[src/rtl/mem_arbiter_if.sv]
// Two requester ports (m0 fetch, m1 load/store) and the single-ported memory side of mem_arbiter.
// slave is the arbiter's view; master is the view of whatever drives requests and memory responses.
interface mem_arbiter_if;
  logic        m0_req;
  logic [31:0] m0_addr;
  logic        m0_we;
  logic [1:0]  m0_size;
  logic [31:0] m0_wdata;
  logic        m0_gnt;
  logic        m0_done;
  logic        m0_err;
  logic [31:0] m0_rdata;

  logic        m1_req;
  logic [31:0] m1_addr;
  logic        m1_we;
  logic [1:0]  m1_size;
  logic [31:0] m1_wdata;
  logic        m1_gnt;
  logic        m1_done;
  logic        m1_err;
  logic [31:0] m1_rdata;

  logic        mem_req;
  logic [31:0] mem_addr;
  logic        mem_we;
  logic [1:0]  mem_size;
  logic [31:0] mem_wdata;
  logic        mem_ready;
  logic        mem_rvalid;
  logic [31:0] mem_rdata;

  modport slave (
    input  m0_req, m0_addr, m0_we, m0_size, m0_wdata,
    input  m1_req, m1_addr, m1_we, m1_size, m1_wdata,
    input  mem_ready, mem_rvalid, mem_rdata,
    output m0_gnt, m0_done, m0_err, m0_rdata,
    output m1_gnt, m1_done, m1_err, m1_rdata,
    output mem_req, mem_addr, mem_we, mem_size, mem_wdata
  );

  modport master (
    output m0_req, m0_addr, m0_we, m0_size, m0_wdata,
    output m1_req, m1_addr, m1_we, m1_size, m1_wdata,
    output mem_ready, mem_rvalid, mem_rdata,
    input  m0_gnt, m0_done, m0_err, m0_rdata,
    input  m1_gnt, m1_done, m1_err, m1_rdata,
    input  mem_req, mem_addr, mem_we, mem_size, mem_wdata
  );
endinterface

[src/rtl/mem_arbiter.sv]
// Round-robin arbiter of two requesters onto one data memory; gnt one cycle after the request is
// sampled, done one cycle after mem_ready (store) or mem_rvalid (load); mem_req held until mem_ready.
module mem_arbiter #(
  parameter int unsigned TIMEOUT = 255
) (
  input  logic         clk,
  input  logic         rst,
  mem_arbiter_if.slave bus
);
  typedef enum logic [1:0] {IDLE, REQ, WAIT, RESP} state_t;

  localparam logic [9:0] TMO = 10'(TIMEOUT);

  state_t      state_q, state_d;
  logic        owner_q, owner_d;
  logic        last_owner_q, last_owner_d;
  logic        bad_q, bad_d;
  logic        err_q, err_d;
  logic [9:0]  cnt_q, cnt_d;
  logic [1:0]  gnt_q, gnt_d;
  logic [31:0] rdata0_q, rdata0_d;
  logic [31:0] rdata1_q, rdata1_d;
  logic [31:0] addr_q, addr_d;
  logic [31:0] wdata_q, wdata_d;
  logic        we_q, we_d;
  logic [1:0]  size_q, size_d;

  logic        any_req, last_eff, win, sel_we, sel_bad, timeout;
  logic [31:0] sel_addr, sel_wdata;
  logic [1:0]  sel_size;
  logic        rd_wr;
  logic [31:0] rd_val;

  // RESP arbitrates like IDLE, treating the finishing owner as last_owner so back-to-back ties alternate.
  assign any_req   = bus.m0_req | bus.m1_req;
  assign last_eff  = (state_q == RESP) ? owner_q : last_owner_q;
  assign win       = (bus.m0_req & bus.m1_req) ? ~last_eff : bus.m1_req;
  assign sel_addr  = win ? bus.m1_addr  : bus.m0_addr;
  assign sel_we    = win ? bus.m1_we    : bus.m0_we;
  assign sel_size  = win ? bus.m1_size  : bus.m0_size;
  assign sel_wdata = win ? bus.m1_wdata : bus.m0_wdata;
  assign sel_bad   = (sel_size == 2'd3) ||
                     ((sel_size == 2'd1) && sel_addr[0]) ||
                     ((sel_size == 2'd2) && (sel_addr[1:0] != 2'd0));
  assign timeout   = (cnt_q == TMO);

  always_comb begin
    state_d      = state_q;
    owner_d      = owner_q;
    last_owner_d = last_owner_q;
    bad_d        = bad_q;
    err_d        = err_q;
    cnt_d        = cnt_q;
    gnt_d        = 2'b00;
    rdata0_d     = rdata0_q;
    rdata1_d     = rdata1_q;
    addr_d       = addr_q;
    wdata_d      = wdata_q;
    we_d         = we_q;
    size_d       = size_q;
    rd_wr        = 1'b0;
    rd_val       = 32'd0;

    case (state_q)
      IDLE, RESP: begin
        if (state_q == RESP) last_owner_d = owner_q;
        state_d = IDLE;
        if (any_req) begin
          owner_d    = win;
          gnt_d[win] = 1'b1;
          addr_d     = sel_addr;
          we_d       = sel_we;
          size_d     = sel_size;
          wdata_d    = sel_wdata;
          bad_d      = sel_bad;
          err_d      = 1'b0;
          cnt_d      = 10'd0;
          state_d    = REQ;
        end
      end
      // A rejected request still spends one cycle in REQ (without mem_req) so done follows gnt.
      REQ: begin
        cnt_d = cnt_q + 10'd1;
        if (timeout || bad_q) begin
          state_d = RESP;
          err_d   = 1'b1;
          rd_wr   = 1'b1;
        end else if (bus.mem_ready) begin
          state_d = we_q ? RESP : WAIT;
        end
      end
      WAIT: begin
        cnt_d = cnt_q + 10'd1;
        if (timeout) begin
          state_d = RESP;
          err_d   = 1'b1;
          rd_wr   = 1'b1;
        end else if (bus.mem_rvalid) begin
          state_d = RESP;
          rd_wr   = 1'b1;
          rd_val  = bus.mem_rdata;
        end
      end
      default: state_d = IDLE;
    endcase

    if (rd_wr) begin
      if (owner_q) rdata1_d = rd_val;
      else         rdata0_d = rd_val;
    end
  end

  always_ff @(posedge clk or negedge rst) begin
    if (!rst) begin
      state_q      <= IDLE;
      owner_q      <= 1'b0;
      last_owner_q <= 1'b1;
      bad_q        <= 1'b0;
      err_q        <= 1'b0;
      cnt_q        <= 10'd0;
      gnt_q        <= 2'b00;
      rdata0_q     <= 32'd0;
      rdata1_q     <= 32'd0;
      addr_q       <= 32'd0;
      wdata_q      <= 32'd0;
      we_q         <= 1'b0;
      size_q       <= 2'd0;
    end else begin
      state_q      <= state_d;
      owner_q      <= owner_d;
      last_owner_q <= last_owner_d;
      bad_q        <= bad_d;
      err_q        <= err_d;
      cnt_q        <= cnt_d;
      gnt_q        <= gnt_d;
      rdata0_q     <= rdata0_d;
      rdata1_q     <= rdata1_d;
      addr_q       <= addr_d;
      wdata_q      <= wdata_d;
      we_q         <= we_d;
      size_q       <= size_d;
    end
  end

  assign bus.m0_gnt    = gnt_q[0];
  assign bus.m1_gnt    = gnt_q[1];
  assign bus.m0_done   = (state_q == RESP) && !owner_q;
  assign bus.m1_done   = (state_q == RESP) && owner_q;
  assign bus.m0_err    = (state_q == RESP) && !owner_q && err_q;
  assign bus.m1_err    = (state_q == RESP) && owner_q && err_q;
  assign bus.m0_rdata  = rdata0_q;
  assign bus.m1_rdata  = rdata1_q;
  assign bus.mem_req   = (state_q == REQ) && !bad_q;
  assign bus.mem_addr  = addr_q;
  assign bus.mem_we    = we_q;
  assign bus.mem_size  = size_q;
  assign bus.mem_wdata = wdata_q;
endmodule

[src/flat_wrapper.sv]
// flat-port wrapper written by rule: the top's interface ports become plain ports
module mem_arbiter_flat 
#(
  parameter int unsigned TIMEOUT = 255
)
  (clk, rst, bus_m0_req, bus_m0_addr, bus_m0_we, bus_m0_size, bus_m0_wdata, bus_m1_req, bus_m1_addr, bus_m1_we, bus_m1_size, bus_m1_wdata, bus_mem_ready, bus_mem_rvalid, bus_mem_rdata, bus_m0_gnt, bus_m0_done, bus_m0_err, bus_m0_rdata, bus_m1_gnt, bus_m1_done, bus_m1_err, bus_m1_rdata, bus_mem_req, bus_mem_addr, bus_mem_we, bus_mem_size, bus_mem_wdata);
  mem_arbiter_if bus_i ();
  input  logic clk;
  input  logic rst;
  input wire logic [$bits(bus_i.m0_req)-1:0] bus_m0_req;
  input wire logic [$bits(bus_i.m0_addr)-1:0] bus_m0_addr;
  input wire logic [$bits(bus_i.m0_we)-1:0] bus_m0_we;
  input wire logic [$bits(bus_i.m0_size)-1:0] bus_m0_size;
  input wire logic [$bits(bus_i.m0_wdata)-1:0] bus_m0_wdata;
  input wire logic [$bits(bus_i.m1_req)-1:0] bus_m1_req;
  input wire logic [$bits(bus_i.m1_addr)-1:0] bus_m1_addr;
  input wire logic [$bits(bus_i.m1_we)-1:0] bus_m1_we;
  input wire logic [$bits(bus_i.m1_size)-1:0] bus_m1_size;
  input wire logic [$bits(bus_i.m1_wdata)-1:0] bus_m1_wdata;
  input wire logic [$bits(bus_i.mem_ready)-1:0] bus_mem_ready;
  input wire logic [$bits(bus_i.mem_rvalid)-1:0] bus_mem_rvalid;
  input wire logic [$bits(bus_i.mem_rdata)-1:0] bus_mem_rdata;
  output wire logic [$bits(bus_i.m0_gnt)-1:0] bus_m0_gnt;
  output wire logic [$bits(bus_i.m0_done)-1:0] bus_m0_done;
  output wire logic [$bits(bus_i.m0_err)-1:0] bus_m0_err;
  output wire logic [$bits(bus_i.m0_rdata)-1:0] bus_m0_rdata;
  output wire logic [$bits(bus_i.m1_gnt)-1:0] bus_m1_gnt;
  output wire logic [$bits(bus_i.m1_done)-1:0] bus_m1_done;
  output wire logic [$bits(bus_i.m1_err)-1:0] bus_m1_err;
  output wire logic [$bits(bus_i.m1_rdata)-1:0] bus_m1_rdata;
  output wire logic [$bits(bus_i.mem_req)-1:0] bus_mem_req;
  output wire logic [$bits(bus_i.mem_addr)-1:0] bus_mem_addr;
  output wire logic [$bits(bus_i.mem_we)-1:0] bus_mem_we;
  output wire logic [$bits(bus_i.mem_size)-1:0] bus_mem_size;
  output wire logic [$bits(bus_i.mem_wdata)-1:0] bus_mem_wdata;
  assign bus_i.m0_req = bus_m0_req;
  assign bus_i.m0_addr = bus_m0_addr;
  assign bus_i.m0_we = bus_m0_we;
  assign bus_i.m0_size = bus_m0_size;
  assign bus_i.m0_wdata = bus_m0_wdata;
  assign bus_i.m1_req = bus_m1_req;
  assign bus_i.m1_addr = bus_m1_addr;
  assign bus_i.m1_we = bus_m1_we;
  assign bus_i.m1_size = bus_m1_size;
  assign bus_i.m1_wdata = bus_m1_wdata;
  assign bus_i.mem_ready = bus_mem_ready;
  assign bus_i.mem_rvalid = bus_mem_rvalid;
  assign bus_i.mem_rdata = bus_mem_rdata;
  assign bus_m0_gnt = bus_i.m0_gnt;
  assign bus_m0_done = bus_i.m0_done;
  assign bus_m0_err = bus_i.m0_err;
  assign bus_m0_rdata = bus_i.m0_rdata;
  assign bus_m1_gnt = bus_i.m1_gnt;
  assign bus_m1_done = bus_i.m1_done;
  assign bus_m1_err = bus_i.m1_err;
  assign bus_m1_rdata = bus_i.m1_rdata;
  assign bus_mem_req = bus_i.mem_req;
  assign bus_mem_addr = bus_i.mem_addr;
  assign bus_mem_we = bus_i.mem_we;
  assign bus_mem_size = bus_i.mem_size;
  assign bus_mem_wdata = bus_i.mem_wdata;
  mem_arbiter #(.TIMEOUT(TIMEOUT)) u_core (.clk(clk), .rst(rst), .bus(bus_i));
endmodule
[config.mk]
export PLATFORM = sky130hd
export DESIGN_NAME = mem_arbiter_flat
export DESIGN_NICKNAME = d
export VERILOG_FILES = /design/src/rtl/mem_arbiter_if.sv /design/src/rtl/mem_arbiter.sv /design/src/flat_wrapper.sv
export SDC_FILE = /design/constraint.sdc
export NUM_CORES = 1
export LEC_CHECK = 0
export CORE_ASPECT_RATIO = 1.5
export CORE_UTILIZATION = 37
export DETAILED_ROUTE_END_ITERATION = 12
export PLACE_DENSITY = 0.78
export SYNTH_ARGS = -nofsm -noshare
export SYNTH_HDL_FRONTEND = slang
export SYNTH_SLANG_ARGS = --single-unit
[constraint.sdc]
create_clock -name clk -period 2.4 [get_ports clk]
set_input_delay 0.72 -clock clk [delete_from_list [all_inputs] [get_ports clk]]
set_output_delay 0.72 -clock clk [all_outputs]
set_load 0.02 [all_outputs]
== Word level (Yosys, flattened, before mapping) ==
Cells that the tools add are included.

* Register bits: 149
* Bits of input ports: 172
* Output and inout port bits: 138
* Word-level logic and storage cells: 84

* $add $sub $neg: 1
* $lt $le $gt $ge: 2
* Eq/ne operators: 12
* Mux-type cells: 30
* Bitwise gates (word level): 4
* Reductions and logical operators: 22

{| class="wikitable"
|+ Operator list
! operator !! count
|-
| $mux W32 || 5
|-
| $pmux W10 S2 || 1
|-
| $mux W2 || 7
|-
| $mux W1 || 12
|-
| $add A10 B1 Y10 const B || 1
|-
| $eq A10 B8 Y1 const B || 1
|-
| $mux W10 || 1
|-
| $eq A2 B2 Y1 const B || 4
|-
| $logic_and A1 B1 Y1 || 8
|-
| $reduce_and A2 Y1 || 4
|-
| $ne A2 B1 Y1 const B || 3
|-
| $ne A3 B2 Y1 const B || 2
|-
| $pmux W2 S3 || 1
|-
| $eq A2 B1 Y1 const B || 2
|-
| $reduce_or A2 Y1 || 2
|-
| $logic_or A1 B1 Y1 || 3
|-
| $pmux W1 S3 || 1
|-
| $reduce_and A3 Y1 || 1
|-
| $logic_not A1 Y1 || 2
|-
| $logic_not A2 Y1 || 1
|-
| $lt A1 B2 Y1 const B || 1
|-
| $not A1 Y1 || 2
|-
| $pmux W1 S2 || 1
|-
| $reduce_bool A2 Y1 || 1
|-
| 4 further kinds || 4
|}

== Logic depth before layout (Yosys ltp) ==
Gate-level depths: netlist of run 1.

* Word-level depth: 10
* Mapped depth: 8

== Worst setup path before layout of run 1 ==
Ideal clock, no wire load.

* Path kind: register -> output
* From: register u_core.state_q[0]
* To: output port bus_m0_err
* Arrival time: 1242 ps
* Required time: 1680 ps
* Setup slack: 438 ps
* Cell stages (with the launch flop): 4
* Buffers on the path: 0
* Cells stage by stage: dfrtp_1 ha_1 nor2b_1 and2_1

* Word-level cells in the longest chain between the ends: 3

{| class="wikitable"
|+ Ends and longest elaborated chain
! what !! line !! source
|-
| start: declaration || mem_arbiter.sv:14 || <nowiki>state_t state_q, state_d;</nowiki>
|-
| start signal: assignment || mem_arbiter.sv:129 || <nowiki>state_q <= state_d;</nowiki>
|-
| $eq A2 B2 Y1 || - ||
|-
| $logic_and A1 B1 Y1 || - ||
|-
| via bus_m0_done || flat_wrapper.sv:24 || <nowiki>output wire logic [$bits(bus_i.m0_done)-1:0] bus_m0_done;</nowiki>
|-
| $logic_and A1 B1 Y1 || mem_arbiter.sv:149 || <nowiki>assign bus.m0_err = (state_q == RESP) && !owner_q && err_q;</nowiki>
|-
| end: declaration || flat_wrapper.sv:25 || <nowiki>output wire logic [$bits(bus_i.m0_err)-1:0] bus_m0_err;</nowiki>
|}

The timed path passes the listed nets, and every way through them passes these cells.

== Final worst setup path of run 1 ==
* From: register u_core.state_q[1]
* To: output port bus_mem_req

* Word-level cells in the longest chain between the ends: 2

{| class="wikitable"
|+ Ends and longest elaborated chain
! what !! line !! source
|-
| $eq A2 B1 Y1 || mem_arbiter.sv:153 || <nowiki>assign bus.mem_req = (state_q == REQ) && !bad_q;</nowiki>
|-
| $logic_and A1 B1 Y1 || mem_arbiter.sv:153 ||
|-
| end: declaration || flat_wrapper.sv:31 || <nowiki>output wire logic [$bits(bus_i.mem_req)-1:0] bus_mem_req;</nowiki>
|}

Every way passes these cells.

==> results of run 1 <==
-- worst max-delay path, cell delays in order (launching register included) --
cell and delay, ns:
dfrtp_1 0.40, inv_1 0.09, ha_2 0.22, nand2b_1 0.10
inv_1 0.09, clkdlybuf4s15_2 0.27
-- sequential cells by signal, summed over array words and instances, names as in the netlist, 2 cells and up --
name and count:
u_core.bus.mem_wdata 32, u_core.gnt_q 2, u_core.cnt_q 10, u_core.bus.m0_rdata 32, u_core.state_q 2, u_core.bus.m1_rdata 32, u_core.bus.mem_size 2, u_core.bus.mem_addr 32
-- final timing paths --
check | to | slack [ns] | cells after the start
worst max-delay path | bus_mem_req | 0.08 | 5
worst min-delay path | u_core.bus.m0_rdata[13] | 0.21 | 1
worst max register to register | u_core.bus.m1_rdata[12] | 0.33 | 6
worst min register to register | u_core.cnt_q[7] | 0.47 | 1
max in group asynchronous | u_core.bus.mem_wdata[27] | 1.49 | 2
min in group clk | u_core.cnt_q[7] | 0.47 | 1
-- per-stage QoR --
| stage | worst slack [ns] | area (µm²) | power [µW] | hold WS (ns) | std cells |
|---|---|---|---|---|---|
| 2_1_floorplan | 0.438 | 6790 | 7980 | 0.424 | 541 |
| 4_1_cts | 0.0289 | 10900 | 14000 | 0.216 | 1090 |
| 3_3_place_gp | 0.0723 | 10300 | 10900 | 0.449 | 1059 |
| 5_1_grt | 0.00337 | 10900 | 14600 | 0.216 | 1090 |
| 6_report | 0.0848 | 10900 | 13800 | 0.210 | 1090 |
| 3_5_place_dp | 0.0261 | 10300 | 11000 | 0.469 | 1059 |
-- what timing repair did --
item,CTS,global route
gates resized for setup,13,3
setup endpoints to repair,5,5
cloned,0,0
-- Yosys cell counts, drive strengths merged, types with 2 or more instances --
| library cell | n | share of area [%] |
|---|---|---|
| a221o | 25 | 3.7 |
| a31oi | 2 | 0.18 |
| and2 | 59 | 5.4 |
| and3 | 3 | 0.29 |
| buf | 24 | 3.0 |
| clkbuf | 10 | 0.55 |
| dfrtp | 148 | 55 |
| ha | 4 | 0.74 |
| inv | 6 | 0.33 |
| mux2 | 66 | 13 |
| mux2i | 49 | 7.2 |
| nand2 | 56 | 3.1 |
| nand2b | 2 | 0.18 |
| nand3 | 8 | 0.59 |
| nor2 | 5 | 0.31 |
| nor2b | 2 | 0.29 |
| nor3 | 2 | 0.15 |
| o21a | 2 | 0.22 |
| o21ai | 51 | 3.9 |
| o22ai | 3 | 0.28 |
-- area by class of cell --
type | instances | area (µm²)
Timing Repair Buffer | 335 | 3420
Sequential cell | 149 | 3730
Multi-Input combinational cell | 352 | 2840
Inverter | 6 | 22.5
Clock inverter | 13 | 199
Clock buffer | 18 | 429
Fill cell | 1457 | 7030
Tap cell | 217 | 272
-- power by group through the flow --
stage	logic, µW	clock network [µW]	registers (µW)
final	6910	2850	4040
after global routing	7420	3030	4170
after CTS	6980	2930	4050
after detailed placement	6980	0	4070
after global placement	6870	0	4060
after floorplan	2870	0	5110
-- cells in the final DEF, fill, tap and decap left out, types with 3 or more instances in the layout --
master,instances
o22ai_1,3
nand2_1,56
mux2_2,34
mux2_4,30
inv_6,3
clkdlybuf4s15_2,4
dfrtp_1,148
buf_4,16
o21ai_0,48
a221o_1,25
bufinv_16,4
and2_1,59
buf_12,10
clkinv_4,3
clkdlybuf4s50_1,303
nand3_1,8
o21ai_4,3
clkbuf_16,17
mux2i_1,49
inv_1,6
nor2_1,4
-- metal layers --
layer | wire [µm] | up-vias | global-route usage (%)
met3 | 1100 | 35 | 5.54
li1 | - | 2549 | -
met2 | 9000 | 203 | 33.4
met4 | 524 | 0 | 7.88
met1 | 7360 | 2565 | 23.6
met5 | 0 | - | 0
-- kinds of logic after synthesis --
group	share of synthesized area [%]
adder cells (fa/ha/maj)	0.737
AO/OA/AOI/OAI	9.98
multiplexers	19.8
buffers and inverters	3.85
AND/OR/NAND/NOR	10.7
flip-flops	54.9
==> flow_summary.yaml, run 1 <==
synth:
  syn_area_per_cell_um2: 12.6
  ys_seq_area_share_pct: 54.9
  syn_nets: 717
  synth_area_um2: 6790
  synth_cells: 541
  synth_edf_count: 0
  ys_warn_count: 0
  synth_seq_cells: 149
  synth_cell_types: 43
  async_flop_share_pct: 100
  ys.flop_type: "dfrtp_1"
clock_tree:
  cts_sinks: 149
  post_cts_buffers: 0
  numCtsBuffers: 17
  h-tree-depth: 4
  root_buffer: "clkbuf_16"
  ctsHoldBuffers: 0
  clk_path_buf_depth: 2
  clkLatencyLatePin_ns: 0.42
  cts_tree: "built"
  clk_pin_slew_ns: 0.07
grt:
  grt_pass1_vias: 5640
  grt_pass1_wl_um: 29200
  grt_max_degree: 64
  overflow: 0
  grtUsageTotal_pct: 19.7
  antenna_found_initial: 0
routing:
  via_per_inst: 4.91
  wire_per_inst_um: 16.5
  drt-total-wl_um: 18000
  drc: 0
  vias: 5352
  ant_nets: 0
  drt_first_iter_violations: 334
  drt-pass1-iter-count: 4
worst_setup_path:
  cp-start-kind: "flip-flop"
  worstPathRequired_ns: 1.68
  reg2reg_from: "u_core.state_q[0]"
  end_kind: "output port"
  crit_fanout: 4
  crit_path_start: "u_core.state_q[1]"
  critPathArrivalTime_ns: 1.60
  path_class: "reg -> out"
placed_design:
  place_congestion: 0.800
  portBuffers: 309
  hpwl_um: 13400
finish:
  final_util_pct: 60.8
  area_growth_pct: 60.6
  drive_gt1_share_pct: 16.0
  nets: 1037
  diodes: 0
sta:
  slew_viol_final: 0
  tightest_slew_ns: 0.445
  finalHoldViolations: 0
  rsz0062_at_grt: "false"
  skew_ns: 0.00971
  slew_headroom_pct: 70.1
  tns_ns: 0
  fin_crit_sh_pct: 96.5
  final-setup-viol-count: 0
  period_minus_slack_ns: 2.32
  fmax_mhz: 432
pwr:
  power.internal_uw: 8750
  power_frac_seq_pct: 29.3
  pwr-share-comb_pct: 50.1
  net-switching-power_uw: 5050
  p_sw_share_pct: 36.6
  peakVddDrop_mv: 0.702
  clockPowerShare_pct: 20.6
  p_leak_uw: 0.00500
  powerDensity_nw_per_um2: 1270
floorplan:
  ioPinCount: 310
  rows: 60
  die_area_um2: 18900
  fp.dieH_um: 168
  core-area_um2: 17900
  start_util_pct: 37.9
  die_x_um: 113
run_status:
  status: "complete, no violations"
run:
  max_cap_viol_count: 0
worst_hold_path:
  min_path_type: "in -> async"
(Power assumes the default switching activity.)
==> run 2, diff against run 1 <==
--- a/config.mk
+++ b/config.mk
@@ -8,7 +8,7 @@
 export CORE_ASPECT_RATIO = 1.5
 export CORE_UTILIZATION = 37
 export DETAILED_ROUTE_END_ITERATION = 12
-export PLACE_DENSITY = 0.78
+export PLACE_DENSITY = 0.73
 export SYNTH_ARGS = -nofsm -noshare
 export SYNTH_HDL_FRONTEND = slang
 export SYNTH_SLANG_ARGS = --single-unit
==> flow_summary.yaml, run 2 (same netlist as run 1, synthesis figures left out) <==
clock_tree:
  clk_pin_slew_ns: 0.06
  clk_path_buf_depth: 2
  ctsHoldBuffers: 0
  cts_sinks: 149
  numCtsBuffers: 17
  h-tree-depth: 4
  cts_tree: "built"
  clkLatencyLatePin_ns: 0.42
  root_buffer: "clkbuf_16"
finish:
  multi_input_area_um2: 2840
  area_growth_pct: 59.7
  nets: 1029
  fillers: 1460
  regArea_um2: 3730
  final_common_cell: "clkdlybuf4s50_1"
  diodes: 0
  drive_gt1_share_pct: 15.0
  final_cell_mix: "303 x clkdlybuf4s50_1, 148 x dfrtp_1, 59 x and2_1, 56 x nand2_1, 49 x mux2i_1"
  fin_cells: 1083
worst_setup_path:
  worstPathRequired_ns: 1.68
  end_kind: "output port"
  reg2reg_slack_ns: 0.14
  reg2reg_from: "u_core.state_q[0]"
  critPathArrivalTime_ns: 1.58
  crit_fanout: 5
  cp-start-kind: "flip-flop"
  reg2reg_depth: 6
  critPathSlowestCell: "dfrtp_1"
  max_stage_delay_ns: 0.43
  path_class: "reg -> out"
  worst_r2r_endpoint: "u_core.bus.m1_rdata[11]"
  crit_path_start: "u_core.state_q[0]"
  crit_chain: "ha_4, nor2b_1, and2_1, clkdlybuf4s15_2"
sta:
  skew_ns: 0.00794
  rsz0062_at_grt: "false"
  fmax_mhz: 434
  final-setup-viol-count: 0
  slew_viol_final: 0
  tightest_slew_ns: 0.441
  finalHoldViolations: 0
  fin_crit_sh_pct: 95.9
  whs_ns: 0.229
  timing.final.ws_setup_ns: 0.0980
  slew_headroom_pct: 70.4
  period_minus_slack_ns: 2.30
  tns_ns: 0
routing:
  vias: 5305
  wire_per_inst_um: 16.5
  drt-pass1-iter-count: 4
  via_per_inst: 4.90
  drt_first_iter_violations: 292
  drt-total-wl_um: 17900
  ant_nets: 0
  drc: 0
floorplan:
  fp.dieH_um: 168
  die_x_um: 113
  die_area_um2: 18900
  rows: 60
  ioPinCount: 310
  core-area_um2: 17900
  start_util_pct: 37.9
placed_design:
  hpwl_um: 13100
  place_congestion: 0.796
  dpl_worst_slack_ns: 0.00658
  place_inst: 1051
  portBuffers: 309
run_status:
  status: "complete, no violations"
pwr:
  p_leak_uw: 0.00499
  powerDensity_nw_per_um2: 1270
  power_uw: 13800
  peakVddDrop_mv: 0.710
grt:
  antenna_found_initial: 0
  grtUsageTotal_pct: 19.6
  grt_pass1_vias: 5574
  grt_pass1_wl_um: 28800
  overflow: 0
  grt_max_degree: 83
run:
  max_cap_viol_count: 0
worst_hold_path:
  min_path_type: "in -> async"
==> run 2: worst max-delay path, delay by kind of cell, from the launching register on <==
family,cells,cell delay (ns)
buffers and inverters,1,0.25
adders and majority gates,1,0.20
and+or+nand+nor,2,0.28
DFF,1,0.43
==> run 2: worst max path at each step <==
stage	end	slack, ns
final	bus_m0_err	0.1
after global routing	bus_m0_err	0.0005
after CTS	bus_mem_req	0.0003
after detailed placement	u_core.bus.m1_rdata[11]	0.007
after global placement	u_core.bus.m1_rdata[12]	0.06
after floorplan	bus_m0_err	0.44
==> run 2: timing repair <==
| item | CTS | global route |
|---|---|---|
| buffers inserted | 0 | 0 |
| resized for setup | 8 | 3 |
| cloned | 0 | 0 |
| endpoints found under the setup margin | 5 | 3 |
==> run 2: layer usage <==
metal	vias to the layer above	wire, µm	GRT usage [%]
met1	2526	7170	22.7
met5	-	0	0
li1	2534	-	-
met3	27	1270	6.01
met2	218	9060	33.6
met4	0	365	7.48
==> run 2: metrics by stage <==
stage,area [µm²],util (%)
floorplan,6790,-
finish,10900,60.5
global placement,10200,57.0
detailed placement,10200,57.0
CTS,10800,60.4
global route,10900,60.5
==> run 2: cell type report <==
type	instances	area share, %
clock buffers	19	4.17
clock inverters	13	1.57
inverters	6	0.208
multi-input cells	352	26.2
flip-flops and latches	149	34.4
well taps	217	2.50
repair buffers	327	31.0
==> run 2: where the power goes <==
part / leakage (µW) / internal, µW / switching [µW]
clock network: 0.000302 / 1710 / 1090
logic: 0.00275 / 3450 / 3440
registers: 0.00193 / 3510 / 552
==> run 3, diff against run 2 <==
--- a/config.mk
+++ b/config.mk
@@ -5,9 +5,11 @@
 export SDC_FILE = /design/constraint.sdc
 export NUM_CORES = 1
 export LEC_CHECK = 0
+export CAP_MARGIN = 5
 export CORE_ASPECT_RATIO = 1.5
 export CORE_UTILIZATION = 37
 export DETAILED_ROUTE_END_ITERATION = 12
+export GPL_ROUTABILITY_DRIVEN = 0
 export PLACE_DENSITY = 0.73
 export SYNTH_ARGS = -nofsm -noshare
 export SYNTH_HDL_FRONTEND = slang
==> results of run 3 <==
No change in the layout: final DEF, timing and power equal those of run 2.
